==> config.mk <==
export PLATFORM = sky130hd
export DESIGN_NAME = id_issue_ctrl
export DESIGN_NICKNAME = d
export VERILOG_FILES = /design/src/rtl/id_ctrl_pkg.sv /design/src/rtl/sat_counter.sv /design/src/rtl/id_issue_ctrl.sv
export SDC_FILE = /design/constraint.sdc
export NUM_CORES = 1
export LEC_CHECK = 0
export CAP_MARGIN = 40
export CORE_MARGIN = 1
export CORE_UTILIZATION = 25
export CTS_CLUSTER_SIZE = 40
export DETAILED_ROUTE_END_ITERATION = 8
export GPL_TIMING_DRIVEN = 0
export SLEW_MARGIN = 15
export SYNTH_ARGS = -nofsm -noshare
export SYNTH_HDL_FRONTEND = slang
export SYNTH_SLANG_ARGS = --single-unit
==> constraint.sdc <==
create_clock -name clk -period 2.3 [get_ports clk]
set_input_delay 0.46 -clock clk [delete_from_list [all_inputs] [get_ports clk]]
set_output_delay 0.46 -clock clk [all_outputs]
set_load 0.02 [all_outputs]
==> src/rtl/id_ctrl_pkg.sv <==
// Shared definitions for the ID-stage issue controller: state encoding and default widths.
package id_ctrl_pkg;

    localparam int unsigned BUS_W_DEF = 64;
    localparam int unsigned CNT_W_DEF = 16;

    typedef enum logic [1:0] {
        ST_IDLE  = 2'd0,
        ST_WAIT  = 2'd1,
        ST_READY = 2'd2
    } id_state_e;

endpackage

==> src/rtl/sat_counter.sv <==
// Saturating up-counter with synchronous clear; clear wins over increment.
module sat_counter
    import id_ctrl_pkg::*;
#(
    parameter int unsigned WIDTH = CNT_W_DEF
) (
    input  logic             clk,
    input  logic             rst,
    input  logic             inc,
    input  logic             clr,
    output logic [WIDTH-1:0] cnt
);

    localparam logic [WIDTH-1:0] CNT_MAX = '1;

    always_ff @(posedge clk or negedge rst) begin
        if (!rst) begin
            cnt <= '0;
        end else if (clr) begin
            cnt <= '0;
        end else if (inc && (cnt != CNT_MAX)) begin
            cnt <= cnt + WIDTH'(1);
        end
    end

endmodule

==> src/rtl/id_issue_ctrl.sv <==
// ID-stage issue controller: holds one IF instruction, tracks hazard readiness,
// hands off to EXE and counts stall cycles.
module id_issue_ctrl
    import id_ctrl_pkg::*;
#(
    parameter int unsigned BUS_W = BUS_W_DEF,
    parameter int unsigned CNT_W = CNT_W_DEF
) (
    input  logic             clk,
    input  logic             rst,
    input  logic             fs_to_ds_valid,
    input  logic [BUS_W-1:0] fs_to_ds_bus,
    input  logic             es_allow_in,
    input  logic             hazard,
    input  logic             flush,
    input  logic             cnt_clr,
    output logic             ds_allow_in,
    output logic             ds_to_es_valid,
    output logic [BUS_W-1:0] ds_bus,
    output logic             id_ready_go,
    output logic [CNT_W-1:0] stall_cnt
);

    id_state_e state_q;
    id_state_e state_nxt;
    logic      bus_we;
    logic      stall_inc;

    always_ff @(posedge clk or negedge rst) begin
        if (!rst) begin
            state_q <= ST_IDLE;
            ds_bus  <= '0;
        end else begin
            state_q <= state_nxt;
            if (bus_we) begin
                ds_bus <= fs_to_ds_bus;
            end
        end
    end

    // READY latches readiness so a late hazard cannot pull back an instruction already offered to EXE.
    always_comb begin
        state_nxt      = state_q;
        id_ready_go    = 1'b0;
        ds_to_es_valid = 1'b0;
        ds_allow_in    = 1'b0;
        stall_inc      = 1'b0;
        bus_we         = 1'b0;

        case (state_q)
            ST_IDLE: begin
                if (fs_to_ds_valid) begin
                    state_nxt = ST_WAIT;
                end
            end
            ST_WAIT: begin
                id_ready_go = !hazard;
                if (!hazard && es_allow_in) begin
                    state_nxt = fs_to_ds_valid ? ST_WAIT : ST_IDLE;
                end else if (!hazard) begin
                    state_nxt = ST_READY;
                end
            end
            ST_READY: begin
                id_ready_go = 1'b1;
                if (es_allow_in) begin
                    state_nxt = fs_to_ds_valid ? ST_WAIT : ST_IDLE;
                end
            end
            default: begin
                state_nxt = ST_IDLE;
            end
        endcase

        if (flush) begin
            state_nxt = ST_IDLE;
        end

        ds_to_es_valid = id_ready_go && !flush;
        ds_allow_in    = (state_q == ST_IDLE) || flush || (id_ready_go && es_allow_in);
        bus_we         = ds_allow_in && fs_to_ds_valid && !flush;
        stall_inc      = (state_q != ST_IDLE) && !flush && !(id_ready_go && es_allow_in);
    end

    sat_counter #(
        .WIDTH(CNT_W)
    ) u_stall_cnt (
        .clk (clk),
        .rst (rst),
        .inc (stall_inc),
        .clr (cnt_clr),
        .cnt (stall_cnt)
    );

endmodule
==> results.md, run 1 <==
Clocking:
- The root cell of the clock tree is sky130_fd_sc_hd__clkbuf_16.
- The H-tree was split into 3 levels.
- TritonCTS built the clock tree.
- The clock passes through at most 2 buffers.
- Clock-pin slew was measured on the worst setup and hold paths at 0.07 ns.
- The number of sinks handled by clock tree synthesis is 82.
- The total clock buffers created by CTS is 9.
- The clock insertion delay at the later pin of the skew report is 0.34 ns.

Detailed routing:
- The routed design has about 9400 um of wire.
- Before antenna repair, the detailed router went through 4 iterations.
- The number of vias per cell is 4.45.
- In this run the remaining antenna-violating nets after routing total 0.
- The detailed router's first-iteration violation count is 98.
- After detailed routing, the number of remaining DRC violations is 0.
- The routed via count is 2759.
- The average wire per standard cell is 15.2 um.

Yosys:
- Of the total synthesized cell area, the portion taken by XOR and XNOR cells is 0.00228.
- The multiplexer share of the synthesized area is 0.250.
- The count of warnings emitted by yosys is 0.
- After synthesis, the netlist uses 41 different library cells.
- The dominant synthesized flop cell is sky130_fd_sc_hd__dfrtp_1.
- The main combinational cell family by area after synthesis is multiplexers.
- Each instance of the synthesized netlist takes up on average 14.4 um^2.
- The netlist area before placement is 3840 um^2.
- The share of synthesized area in the top cell type comes to 0.535.
- In this run, synthesis inferred 0 flip-flops with an integrated enable.
- Synthesis produced a netlist with a net count of between 300 and 400.
- Ranked by total cell area, the synthesized netlist is headed by sky130_fd_sc_hd__dfrtp_1 (53%), sky130_fd_sc_hd__mux2_4 (23%), sky130_fd_sc_hd__buf_12 (3.1%).
- Ranked by instance count, the synthesized netlist is headed by sky130_fd_sc_hd__dfrtp_1 (82), sky130_fd_sc_hd__mux2_4 (60), sky130_fd_sc_hd__a21oi_1 (16).
- The share of synthesized registers carrying an async set or reset is 1.00.
- In the synthesized netlist, the number of instances is 266.
- The adder and majority gate portion of the synthesized area is 0.0196.
- The most common cell in the netlist is sky130_fd_sc_hd__dfrtp_1.
- Counting flops and latches in the post-synthesis netlist gives 82.
- Of the total synthesized cell area, the portion taken by AND, OR, NAND and NOR gates is 0.0952.
- The synthesized-area fraction occupied by ao, oa, aoi and oai cells is 0.0532.
- The largest area contributor in the synthesized netlist is sky130_fd_sc_hd__dfrtp_1.
- The fraction of the yosys area taken by sequential cells is 0.535.

Power and ir drop:
- VDD sags by at most 0.364 mV.
- Overall power consumption after layout is estimated at 6.43 mW.
- The leakage power is about 2.6 nW.
- The power density relative to cell area is 1090 nW/um^2.

Finish:
- Of the cells placed in the final design, the portion with a size suffix greater than 1 is 0.245.
- The final cell count without fillers is slightly above 600.
- Fill cells in the final layout number 1409.
- With fillers left out, the area of the finished cells amounts to approximately 5900 um^2.
- From synthesis to final layout, the design area changed by 54.0%.
- At the end of the flow, the number of nets in the layout was about 500.
- The antenna diode count is 0.

STA:
- Setup repair after global routing could not meet its margin everywhere.
- The max-slew violation total from the final report was 0.
- The maximum operating frequency is 451 MHz.
- The headroom to the max-slew limit is 0.659.
- For the pin with the worst max-slew slack, the measured transition is between 0.5 and 0.6 ns.
- Across the routed clock network, the largest skew measured is 0.00626 ns.
- Subtracting the final worst setup slack from the clock period gives 2.22 ns.
- The final period utilization is 0.965.
- The final hold violation count is 0.
- Setup violations remaining at the end of the flow were counted as 0.

Placed design:
- In this run, placement finished with an instance count of 603.
- In this run the tool buffered the top-level ports with 152 buffer cells.
- Routability-driven placement finished with a final weighted congestion of 0.821.
- The area of placed instances is 5610 um^2.
- Once detailed placement completed, the half-perimeter wirelength came to 6710 um.

Floorplan:
- The cell row count is 44.
- The die covers roughly 16000 um^2.
- The placeable core region is 14800 um^2.
- about 150 I/O pins were placed.
- The initial core utilization is 0.260.
- The die extent in x is 126 um.
- The die is 126 um tall.

Critical path:
- The kind of critical path is register to output pin.
- Of all nets on the critical path, the largest fanout is 10.
- Counting cells, the worst reg-to-reg path comes to 10.
- The register-to-register path setup slack is 0.14 ns.
- The worst setup path is launched from a register.
- At the worst endpoint, the required time is 1.84 ns.
- The startpoint identified for the worst register-to-register timing path is state_q[1]$_DFFE_PN0P_.
- The type of element capturing the critical path is an output pin.
- STA puts the critical path data arrival time at 1.76 ns.
- The endpoint identified for the worst register-to-register timing path is ds_bus[22]$_DFFE_PN0P_.

Global route:
- The first global-routing pass estimated 15400 um of wire.
- The pin count of the biggest net entering global routing is 55.
- The number of antenna violations at the first check in global routing came to 0.
- The global-route usage over all layers is 0.124.
- After global routing the overflow that remains totals 0.
- The via count of the first global-routing pass came to approximately 2.9k.

Worst hold path:
- The classification of the worst-slack hold path is input port to asynchronous set/reset pin.

Status:
- The run finished with clean final reports.

Run:
- The reported max-cap violation count is 0.
power by group:
group          internal [mW]  switching (mW)
Clock                  0.771           0.621
Combinational           1.65            1.19
Sequential              1.92           0.282
Total                   4.34            2.09
repair_timing:
item | in CTS | in global routing
hold buffers | 0 | 0
setup buffers | 1 | 0
gates resized for setup | 10 | 4
pin swaps | 1 | 0
setup endpoints to repair | 3 | 53
worst max-delay path by stage:
stage / start / slack (ns) / to / cells past startpoint
3_5_place_dp: hazard / -0.31 / ds_allow_in / 6
5_1_grt: state_q[0]$_DFFE_PN0P_ / -0.01 / ds_allow_in / 6
4_1_cts: state_q[0]$_DFFE_PN0P_ / 0.004 / ds_allow_in / 6
3_3_place_gp: rst / -2.30 / u_stall_cnt.cnt[0]$_DFFE_PN0P_ / 1
2_1_floorplan: state_q[1]$_DFFE_PN0P_ / 0.34 / ds_bus[0]$_DFFE_PN0P_ / 9
6_report: state_q[1]$_DFFE_PN0P_ / 0.08 / ds_allow_in / 7
stage by stage:
stage	TNS (ns)	utilization	setup WS [ns]	hold WS [ns]
after floorplan	0	-	0.341	0.164
after global placement	-193.15	0.379	-2.30	0.489
after detailed placement	-5.69	0.380	-0.313	0.428
after CTS	0	0.400	0.00447	0.0468
after global routing	-0.0131	0.400	-0.0131	0.0578
final	0	0.400	0.0806	0.0475
routing by layer:
metal	global-route usage	vias up	wire (um)
met3	0.0476	12	673
met5	0	-	0
li1	-	1290	-
met4	0.0425	0	160
met1	0.157	1347	4240
met2	0.194	110	4350
cells by family (layout without fill, tap and decap cells):
kind of cell / count (synthesis) / after routing
adder cells (fa/ha/maj): 6 / 6
AO/OA/AOI/OAI: 34 / 34
flip-flops: 82 / 82
AND/OR/NAND/NOR: 61 / 61
XOR/XNOR: 1 / 1
multiplexers: 65 / 65
buffers and inverters: 17 / 187
cell usage in the layout (no fill, tap or decap), types with 2 or more instances in the layout:
| cell | n |
|---|---|
| sky130_fd_sc_hd__inv_1 | 5 |
| sky130_fd_sc_hd__nand3_1 | 9 |
| sky130_fd_sc_hd__buf_2 | 2 |
| sky130_fd_sc_hd__or4_1 | 3 |
| sky130_fd_sc_hd__mux2_2 | 5 |
| sky130_fd_sc_hd__nand4_1 | 2 |
| sky130_fd_sc_hd__clkdlybuf4s50_1 | 148 |
| sky130_fd_sc_hd__a21oi_1 | 16 |
| sky130_fd_sc_hd__ha_1 | 5 |
| sky130_fd_sc_hd__nor2_1 | 6 |
| sky130_fd_sc_hd__inv_6 | 2 |
| sky130_fd_sc_hd__and3_1 | 2 |
| sky130_fd_sc_hd__or3_1 | 12 |
| sky130_fd_sc_hd__clkinv_4 | 2 |
| sky130_fd_sc_hd__nand2_1 | 11 |
| sky130_fd_sc_hd__nor2b_1 | 2 |
| sky130_fd_sc_hd__o21ai_0 | 10 |
| sky130_fd_sc_hd__dfrtp_1 | 81 |
| sky130_fd_sc_hd__buf_4 | 4 |
| sky130_fd_sc_hd__mux2_4 | 60 |
| sky130_fd_sc_hd__o31ai_1 | 3 |
| sky130_fd_sc_hd__clkbuf_16 | 9 |
| sky130_fd_sc_hd__nor3_1 | 2 |
| sky130_fd_sc_hd__buf_12 | 6 |
final cells by class:
class / count / area [um^2] / area share
repair buffers: 154 / 1550 / 0.262
clock inverters: 6 / 47.5 / 0.00805
well taps: 184 / 230 / 0.0390
inverters: 6 / 22.5 / 0.00381
plain buffers: 11 / 151 / 0.0256
multi-input cells: 167 / 1620 / 0.274
flip-flops and latches: 82 / 2050 / 0.348
clock buffers: 10 / 239 / 0.0405
registers in the layout (all words and copies together) (netlist names):
register and flops:
ds_bus 64, state_q 2, u_stall_cnt.cnt 16
worst max-delay path, stage by stage, from the launching register on:
cell	delay (ns)
sky130_fd_sc_hd__dfrtp_2	0.41
sky130_fd_sc_hd__inv_2	0.05
sky130_fd_sc_hd__ha_2	0.19
sky130_fd_sc_hd__nor2b_4	0.14
sky130_fd_sc_hd__o211ai_4	0.22
sky130_fd_sc_hd__nand2_4	0.08
sky130_fd_sc_hd__buf_4	0.18
sky130_fd_sc_hd__buf_4	0.16
No activity file was read; power rests on OpenSTA's default activity.
==> run 2: changes to the inputs <==
--- a/config.mk
+++ b/config.mk
@@ -7,10 +7,11 @@
 export LEC_CHECK = 0
 export CAP_MARGIN = 40
 export CORE_MARGIN = 1
-export CORE_UTILIZATION = 25
+export CORE_UTILIZATION = 44
 export CTS_CLUSTER_SIZE = 40
 export DETAILED_ROUTE_END_ITERATION = 8
 export GPL_TIMING_DRIVEN = 0
+export PLACE_DENSITY = 0.81
 export SLEW_MARGIN = 15
 export SYNTH_ARGS = -nofsm -noshare
 export SYNTH_HDL_FRONTEND = slang
==> results.md, run 2 (synthesis gave the netlist of run 1 again) <==
Status:
- The run finished with clean final reports.

Detailed routing:
- The aggregate routed wire length is 9560 um (+1.5%).
- The antenna violation net count after detailed routing is 0 (unchanged).
- The number of design rule violations left after detail routing is 0 (unchanged).
- The routed via count is 2764 (+0.18%).
- The detailed router's first-iteration violation count is 66 (-33%).
- The detailed-routing iteration count for the pre-antenna-repair pass is 4 (unchanged).
- The number of vias per cell is 5.06 (+14%).
- The average wire per standard cell is 17.5 um (+15%).

Finish:
- The final cell area excluding filler cells is 5770 um^2 (-2.4%).
- The largest registers in the layout are ds_bus: 64 flops, u_stall_cnt.cnt: 16 flops, state_q: 2 flops.
- In the layout the commonest cells are sky130_fd_sc_hd__clkdlybuf4s50_1 (148), sky130_fd_sc_hd__dfrtp_1 (81), sky130_fd_sc_hd__mux2_4 (60), sky130_fd_sc_hd__a21oi_1 (16), sky130_fd_sc_hd__or3_1 (12).
- The register with the highest flop count is ds_bus.
- The library cell used most frequently in the layout, excluding fill and tap cells, is sky130_fd_sc_hd__clkdlybuf4s50_1.
- The area growth from synthesis to layout is 50.4%.
- The final cell count without fillers came to 546 (-12%).
- The antenna diode count came to 0 (unchanged).
- The area taken by multi-input logic gates was 1640 um^2 (+1.5%).
- The fraction of final layout cells sized beyond drive strength 1 was 0.259 (+0.0131).
- The share of the core filled with cells in the final layout came to 0.692 (+0.291).
- The number of nets in the final layout came to 513 (+0.98%).
- The count of filler cells inserted in the layout is 591 (-58%).
- The area of all sequential standard cells is 2050 um^2 (unchanged).
- The flip-flop count of the largest register after layout is 64 (unchanged).

Critical path:
- The kind of critical path is register to output pin.
- The critical register-to-register path endpoint is ds_bus[29]$_DFFE_PN0P_.
- STA classifies the critical path startpoint as a register.
- The register-to-register path setup slack was 0.16 ns (+0.02 ns).
- The depth of the worst register-to-register path came to 9 (-1).
- The largest driver fanout on the critical path is 10 (unchanged).
- The data arrival time of the critical path is 1.73 ns (-0.03 ns).
- On the critical path, the stage with the largest delay is an instance of sky130_fd_sc_hd__dfrtp_2.
- The highest cell delay on the worst timing path was 0.45 ns (+0.04 ns).
- The required arrival time at the worst endpoint is 1.84 ns (about the same).
- The type of element capturing the critical path is an output pin.
- The critical path goes through ha_4 -> nor2b_4 -> o211ai_4 -> nand2_4 -> buf_4 -> buf_2.
- The source of the critical timing path is state_q[0]$_DFFE_PN0P_.
- The startpoint of the worst-slack reg-to-reg timing path is state_q[0]$_DFFE_PN0P_.

Power and ir drop:
- The maximum vdd ir drop was 0.374 mV (+2.7%).
- The power density relative to cell area was 1060 nW/um^2 (-2.6%).
- The leakage power came to 2.54 nW (-1.1%).
- The overall power of the completed layout is 6.12 mW (-4.9%).

STA:
- The final setup violation count is 0 (unchanged).
- The shortest period the worst path allows was 2.19 ns (-0.0340 ns).
- The final setup TNS is 0 ns (unchanged).
- The headroom to the max-slew limit is 0.663 (+0.00412).
- The transition time of the tightest slew-check pin came to 0.505 ns (-0.00619 ns).
- The setup slack after layout is 0.115 ns (+0.0340 ns).
- The final period utilization was 0.950 (-0.0148).
- The max-slew violation total from the final report is 0 (unchanged).
- Setup repair after global routing left no endpoint under its margin.
- The final hold violation count is 0 (unchanged).
- The worst clock skew on the final layout is 0.0109 ns (+0.00465 ns).
- The post-route worst hold slack was 0.0719 ns (+0.0244 ns).
- The maximum operating frequency is 458 MHz (+1.6%).

Worst hold path:
- In this run the worst hold path is classified as input port to asynchronous set/reset pin.

Placed design:
- The global placer's final weighted congestion is 0.839 (+2.2%).
- The HPWL reported at the end of detailed placement was 7190 um (+7.1%).
- The setup slack after placement is -0.334 ns (-0.0208 ns).
- The instance count after placement with tap cells included is 524 (-13%).
- The area of placed instances is 5510 um^2 (-1.8%).
- The quantity of I/O buffers inserted on ports is 152 (unchanged).

Clocking:
- The clock transition at the registers of the reported paths is 0.09 ns (+0.02 ns).
- The number of buffers between clock root and the deepest sink is 2 (unchanged).
- The TritonCTS clock tree is done.
- The tree is rooted in a sky130_fd_sc_hd__clkbuf_8.
- The total clock buffers created by CTS is 9 (unchanged).
- The clock insertion delay at the later pin of the skew report is 0.34 ns (about the same).
- The number of sinks handled by clock tree synthesis is 82 (unchanged).
- The cts-stage hold buffer count is 0 (unchanged).
- The H-tree level count was 3 (unchanged).

Global route:
- The total congestion overflow after global routing was 0 (unchanged).
- The number of antenna violations at the first check in global routing is 0 (unchanged).
- The global-route usage over all layers came to 0.215 (+0.0907).
- The pin count of the biggest net entering global routing is 47 (-15%).
- The wire length of the first global-routing pass is 14800 um (-4.1%).
- The via count of the first global-routing pass is 2864 (-1.4%).

Floorplan:
- The area enclosed by the die boundary came to 9100 um^2 (-43%).
- The die extent in x is 95.4 um (-24%).
- The y dimension of the die is 95.4 um (-24%).
- The boundary pin count came to 154 (unchanged).
- The placeable core region is 8340 um^2 (-43%).
- The cell row count came to 33 (-25%).
- The initial core utilization was 0.460 (+0.200).

Run:
- The reported max-cap violation count was 0 (unchanged).
[run 2: cell types whose count changed in the layout (fill, tap and decap cells not counted), sizes merged]
cell / change
buf: +4
clkinv: -2
clkinvlp: +2
clkbuf: +1
[run 2: report_power, final]
group          internal, mW  switching, mW  leakage, nW
combinational          1.70           1.26         1.46
clock                 0.431          0.547       0.0855
sequential             1.92          0.269        0.995
[run 2: critical path: cells and delay by family, from the launching register on]
kind,cells,cell delay (ns)
AOI/OAI and AO/OA,1,0.21
and+or+nand+nor,2,0.21
adders and majority gates,1,0.18
DFF,1,0.45
buffers and inverters,2,0.33
[run 2: repair_timing]
action                                  4_1_cts  5_1_grt
gates resized for setup                       8        7
setup buffers                                 3        3
endpoints found under the setup margin        3        9
pin swaps                                     1        2
[run 2: final cells by class]
class / instances / area share
plain buffers: 11 / 0.0262
clock buffers: 10 / 0.0239
clock inverters: 6 / 0.00846
inverters: 6 / 0.00390
multi-input cells: 167 / 0.285
flip-flops and latches: 82 / 0.356
well taps: 105 / 0.0228
repair buffers: 159 / 0.274
[run 2: layer usage]
| metal | global-route usage | vias up | routed length (um) |
|---|---|---|---|
| met5 | 0 | - | 0 |
| met1 | 0.261 | 1354 | 3890 |
| met4 | 0.0771 | 0 | 161 |
| met3 | 0.0550 | 13 | 743 |
| met2 | 0.368 | 103 | 4770 |
| li1 | - | 1294 | - |
[run 2: how the worst max path moves through the flow]
| stage | endpoint | slack [ns] | depth (start not counted) |
|---|---|---|---|
| final | ds_allow_in | 0.11 | 6 |
| after global routing | ds_allow_in | 0.006 | 7 |
| after CTS | ds_to_es_valid | 0.01 | 5 |
| after detailed placement | ds_allow_in | -0.33 | 6 |
| after global placement | ds_bus[13]$_DFFE_PN0P_ | -2.08 | 1 |
| after floorplan | ds_bus[0]$_DFFE_PN0P_ | 0.34 | 9 |
==> run 3: changes to the inputs <==
--- a/config.mk
+++ b/config.mk
@@ -6,12 +6,15 @@
 export NUM_CORES = 1
 export LEC_CHECK = 0
 export CAP_MARGIN = 40
+export CELL_PAD_IN_SITES_DETAIL_PLACEMENT = 0
+export CELL_PAD_IN_SITES_GLOBAL_PLACEMENT = 1
 export CORE_MARGIN = 1
-export CORE_UTILIZATION = 44
+export CORE_UTILIZATION = 34
 export CTS_CLUSTER_SIZE = 40
 export DETAILED_ROUTE_END_ITERATION = 8
 export GPL_TIMING_DRIVEN = 0
-export PLACE_DENSITY = 0.81
+export HOLD_SLACK_MARGIN = 0.02
+export PLACE_DENSITY_LB_ADDON = 0.1
 export SLEW_MARGIN = 15
 export SYNTH_ARGS = -nofsm -noshare
 export SYNTH_HDL_FRONTEND = slang
==> results.md, run 3 (synthesis gave the netlist of run 1 again) <==
Status:
- The flow ran to the end, and the final reports show no timing, DRC or antenna violations.

Floorplan:
- The boundary pin count is 154 (unchanged).
- The die extent in x is 108 um (+13%).
- The area enclosed by the die boundary came to 11700 um^2 (+29%).
- The placeable core region is 10900 um^2 (+31%).
- The y dimension of the die is 108 um (+13%).
- The cell row count is 38 (+15%).
- The initial core utilization is 0.351 (-0.109).

Critical path:
- The required arrival time at the worst endpoint was 1.84 ns (about the same).
- The cell type with the highest occurrence count on the critical path is sky130_fd_sc_hd__buf_4.
- The signal on the critical path passes through inv_1 -> ha_4 -> nor2b_4 -> o211ai_4 -> nand2_4 -> buf_4 -> buf_4.
- The critical path depth in cells is 7 (+1).
- The largest driver fanout on the critical path is 10 (unchanged).
- The depth of the worst register-to-register path is 10 (+1).
- The standard cell with the maximum stage delay on the critical path is sky130_fd_sc_hd__dfrtp_2.
- STA classifies the critical path endpoint as an output pin.
- The kind of critical path is register to output pin.
- The count of buffering cells on the critical path with inverters included is 3 (+1).
- The kind of cell with the highest combined delay along the critical path is buffers and inverters.
- The register-to-register path setup slack came to 0.15 ns (about the same).
- The data arrival time of the critical path is 1.75 ns (+0.02 ns).
- STA classifies the critical path startpoint as a register.
- The startpoint identified for the worst register-to-register timing path is state_q[1]$_DFFE_PN0P_.
- In this run the critical register-to-register path is captured at ds_bus[30]$_DFFE_PN0P_.
- The highest cell delay on the worst timing path is 0.40 ns (-0.05 ns).

STA:
- The shortest period the worst path allows is 2.21 ns (+0.0232 ns).
- The final period utilization is 0.960 (+0.0101).
- The transition time of the tightest slew-check pin is 0.548 ns (+0.0430 ns).
- The maximum operating frequency is 453 MHz (-1.0%).
- The final hold violation count is 0 (unchanged).
- The final setup violation count is 0 (unchanged).
- Setup repair after global routing left no endpoint under its margin.
- The worst clock skew on the final layout is 0.00743 ns (-0.00349 ns).
- The headroom to the max-slew limit is 0.634 (-0.0287).
- The max-slew violation total from the final report is 0 (unchanged).
- The post-route worst hold slack is 0.117 ns (+0.0450 ns).

Finish:
- The fraction of final layout cells sized beyond drive strength 1 is 0.249 (-0.00964).
- In the layout the commonest cells are sky130_fd_sc_hd__clkdlybuf4s50_1 (148), sky130_fd_sc_hd__dfrtp_1 (80), sky130_fd_sc_hd__mux2_4 (60), sky130_fd_sc_hd__a21oi_1 (16), sky130_fd_sc_hd__or3_1 (12).
- The final cell area excluding filler cells is 5900 um^2 (+2.4%).
- Leaving out fill and tap cells, the most frequent cell in the layout is sky130_fd_sc_hd__clkdlybuf4s50_1.
- The final cell count without fillers came to 578 (+5.9%).
- The register with the highest flop count is ds_bus.
- The count of filler cells inserted in the layout is 977 (+65%).
- The flip-flop count of the largest register after layout came to 64 (unchanged).
- The area growth from synthesis to layout is 53.9%.
- The antenna diode count is 0 (unchanged).
- The number of nets in the final layout is 510 (-0.58%).
- In the final layout, the registers with the most flip-flops are ds_bus: 64 flops, u_stall_cnt.cnt: 16 flops, state_q: 2 flops.

Clocking:
- The number of buffers between clock root and the deepest sink was 2 (unchanged).
- The clock transition at the registers of the reported paths is 0.07 ns (-0.02 ns).
- The root cell of the clock tree is sky130_fd_sc_hd__clkbuf_16.
- The clock insertion delay at the later pin of the skew report is 0.33 ns (about the same).
- The total clock buffers created by CTS is 9 (unchanged).
- The number of sinks handled by clock tree synthesis is 82 (unchanged).
- TritonCTS built the clock tree.
- The H-tree level count is 3 (unchanged).

Power and ir drop:
- The power share of the sequential group is 0.335 (-0.022).
- The net switching power figure is 2.04 mW (-1.5%).
- The maximum vdd ir drop is 0.525 mV (+40%).
- The switching fraction of total power was 0.314 (-0.0253).
- The overall power of the completed layout is 6.51 mW (+6.4%).
- The leakage power was 2.59 nW (+1.9%).
- The part of the total power dissipated in the clock network is 0.227 (+0.067).
- The fraction of power consumed by combinational cells is 0.438 (-0.045).
- The power density relative to cell area is 1100 nW/um^2 (+4.0%).
- The cell internal power dissipation is 4.47 mW (+11%).

Detailed routing:
- The average wire per standard cell came to 15.4 um (-12%).
- The aggregate routed wire length is 8920 um (-6.8%).
- The routed via count was 2704 (-2.2%).
- The number of design rule violations left after detail routing is 0 (unchanged).
- The detailed-routing iteration count for the pre-antenna-repair pass is 4 (unchanged).
- The detailed router's first-iteration violation count is 81 (+23%).
- The number of vias per cell came to 4.68 (-7.6%).
- The antenna violation net count after detailed routing was 0 (unchanged).

Global route:
- The pin count of the biggest net entering global routing was 44 (-6.4%).
- The via count of the first global-routing pass was 2717 (-5.1%).
- The total congestion overflow after global routing is 0 (unchanged).
- The global-route usage over all layers is 0.158 (-0.0575).
- The wire length of the first global-routing pass is 14000 um (-5.0%).
- The number of antenna violations at the first check in global routing was 0 (unchanged).

Placed design:
- The area of placed instances is 5560 um^2 (+0.79%).
- The instance count after placement with tap cells included is 559 (+6.7%).
- The HPWL reported at the end of detailed placement is 6520 um (-9.3%).
- The quantity of I/O buffers inserted on ports is 152 (unchanged).
- The global placer's final weighted congestion was 0.838 (about the same).

Run:
- The reported max-cap violation count is 0 (unchanged).

Worst hold path:
- The classification of the worst-slack hold path is input port to asynchronous set/reset pin.
[run 3: area by class of cell]
type | instances | area (um^2) | area share
repair buffers | 156 | 1560 | 0.264
clock buffers | 10 | 239 | 0.0405
clock inverters | 6 | 73.8 | 0.0125
inverters | 6 | 22.5 | 0.00381
flip-flops and latches | 82 | 2050 | 0.348
plain buffers | 11 | 151 | 0.0256
well taps | 140 | 175 | 0.0297
multi-input cells | 167 | 1630 | 0.276
[run 3: power by group through the flow]
| stage | combinational (mW) | clock, mW | sequential (mW) |
|---|---|---|---|
| floorplan | 0.982 | 0 | 2.78 |
| global placement | 2.86 | 0 | 2.18 |
| detailed placement | 2.86 | 0 | 2.20 |
| CTS | 2.88 | 1.52 | 2.18 |
| global route | 3.01 | 1.59 | 2.24 |
| finish | 2.85 | 1.48 | 2.18 |
[run 3: what timing repair did]
action / CTS / global route
pin swaps: 1 / 1
setup endpoints to repair: 3 / 62
gates resized for setup: 10 / 5
hold buffers: 0 / 0
gates cloned: 0 / 0
setup buffers: 1 / 2
[run 3: stage by stage]
stage | setup WS [ns] | setup TNS [ns] | util
global placement | -2.40 | -201.14 | 0.506
finish | 0.0915 | 0 | 0.540
global route | 0.00329 | 0 | 0.540
CTS | 0.0215 | 0 | 0.538
floorplan | 0.341 | 0 | -
detailed placement | -0.331 | -4.76 | 0.508
[run 3: layer usage]
layer,vias to the layer above,track usage,wire length [um]
met5,-,0,0
met4,0,0.0597,102
met3,8,0.0332,514
met2,91,0.243,4020
met1,1319,0.216,4280
li1,1286,-,-
[run 3: how the worst max path moves through the flow]
stage	endpoint	slack, ns	start
2_1_floorplan	ds_bus[0]$_DFFE_PN0P_	0.34	state_q[1]$_DFFE_PN0P_
3_3_place_gp	u_stall_cnt.cnt[8]$_DFFE_PN0P_	-2.40	rst
3_5_place_dp	ds_allow_in	-0.33	hazard
4_1_cts	ds_allow_in	0.02	state_q[1]$_DFFE_PN0P_
5_1_grt	ds_allow_in	0.003	state_q[1]$_DFFE_PN0P_
6_report	ds_allow_in	0.09	state_q[1]$_DFFE_PN0P_
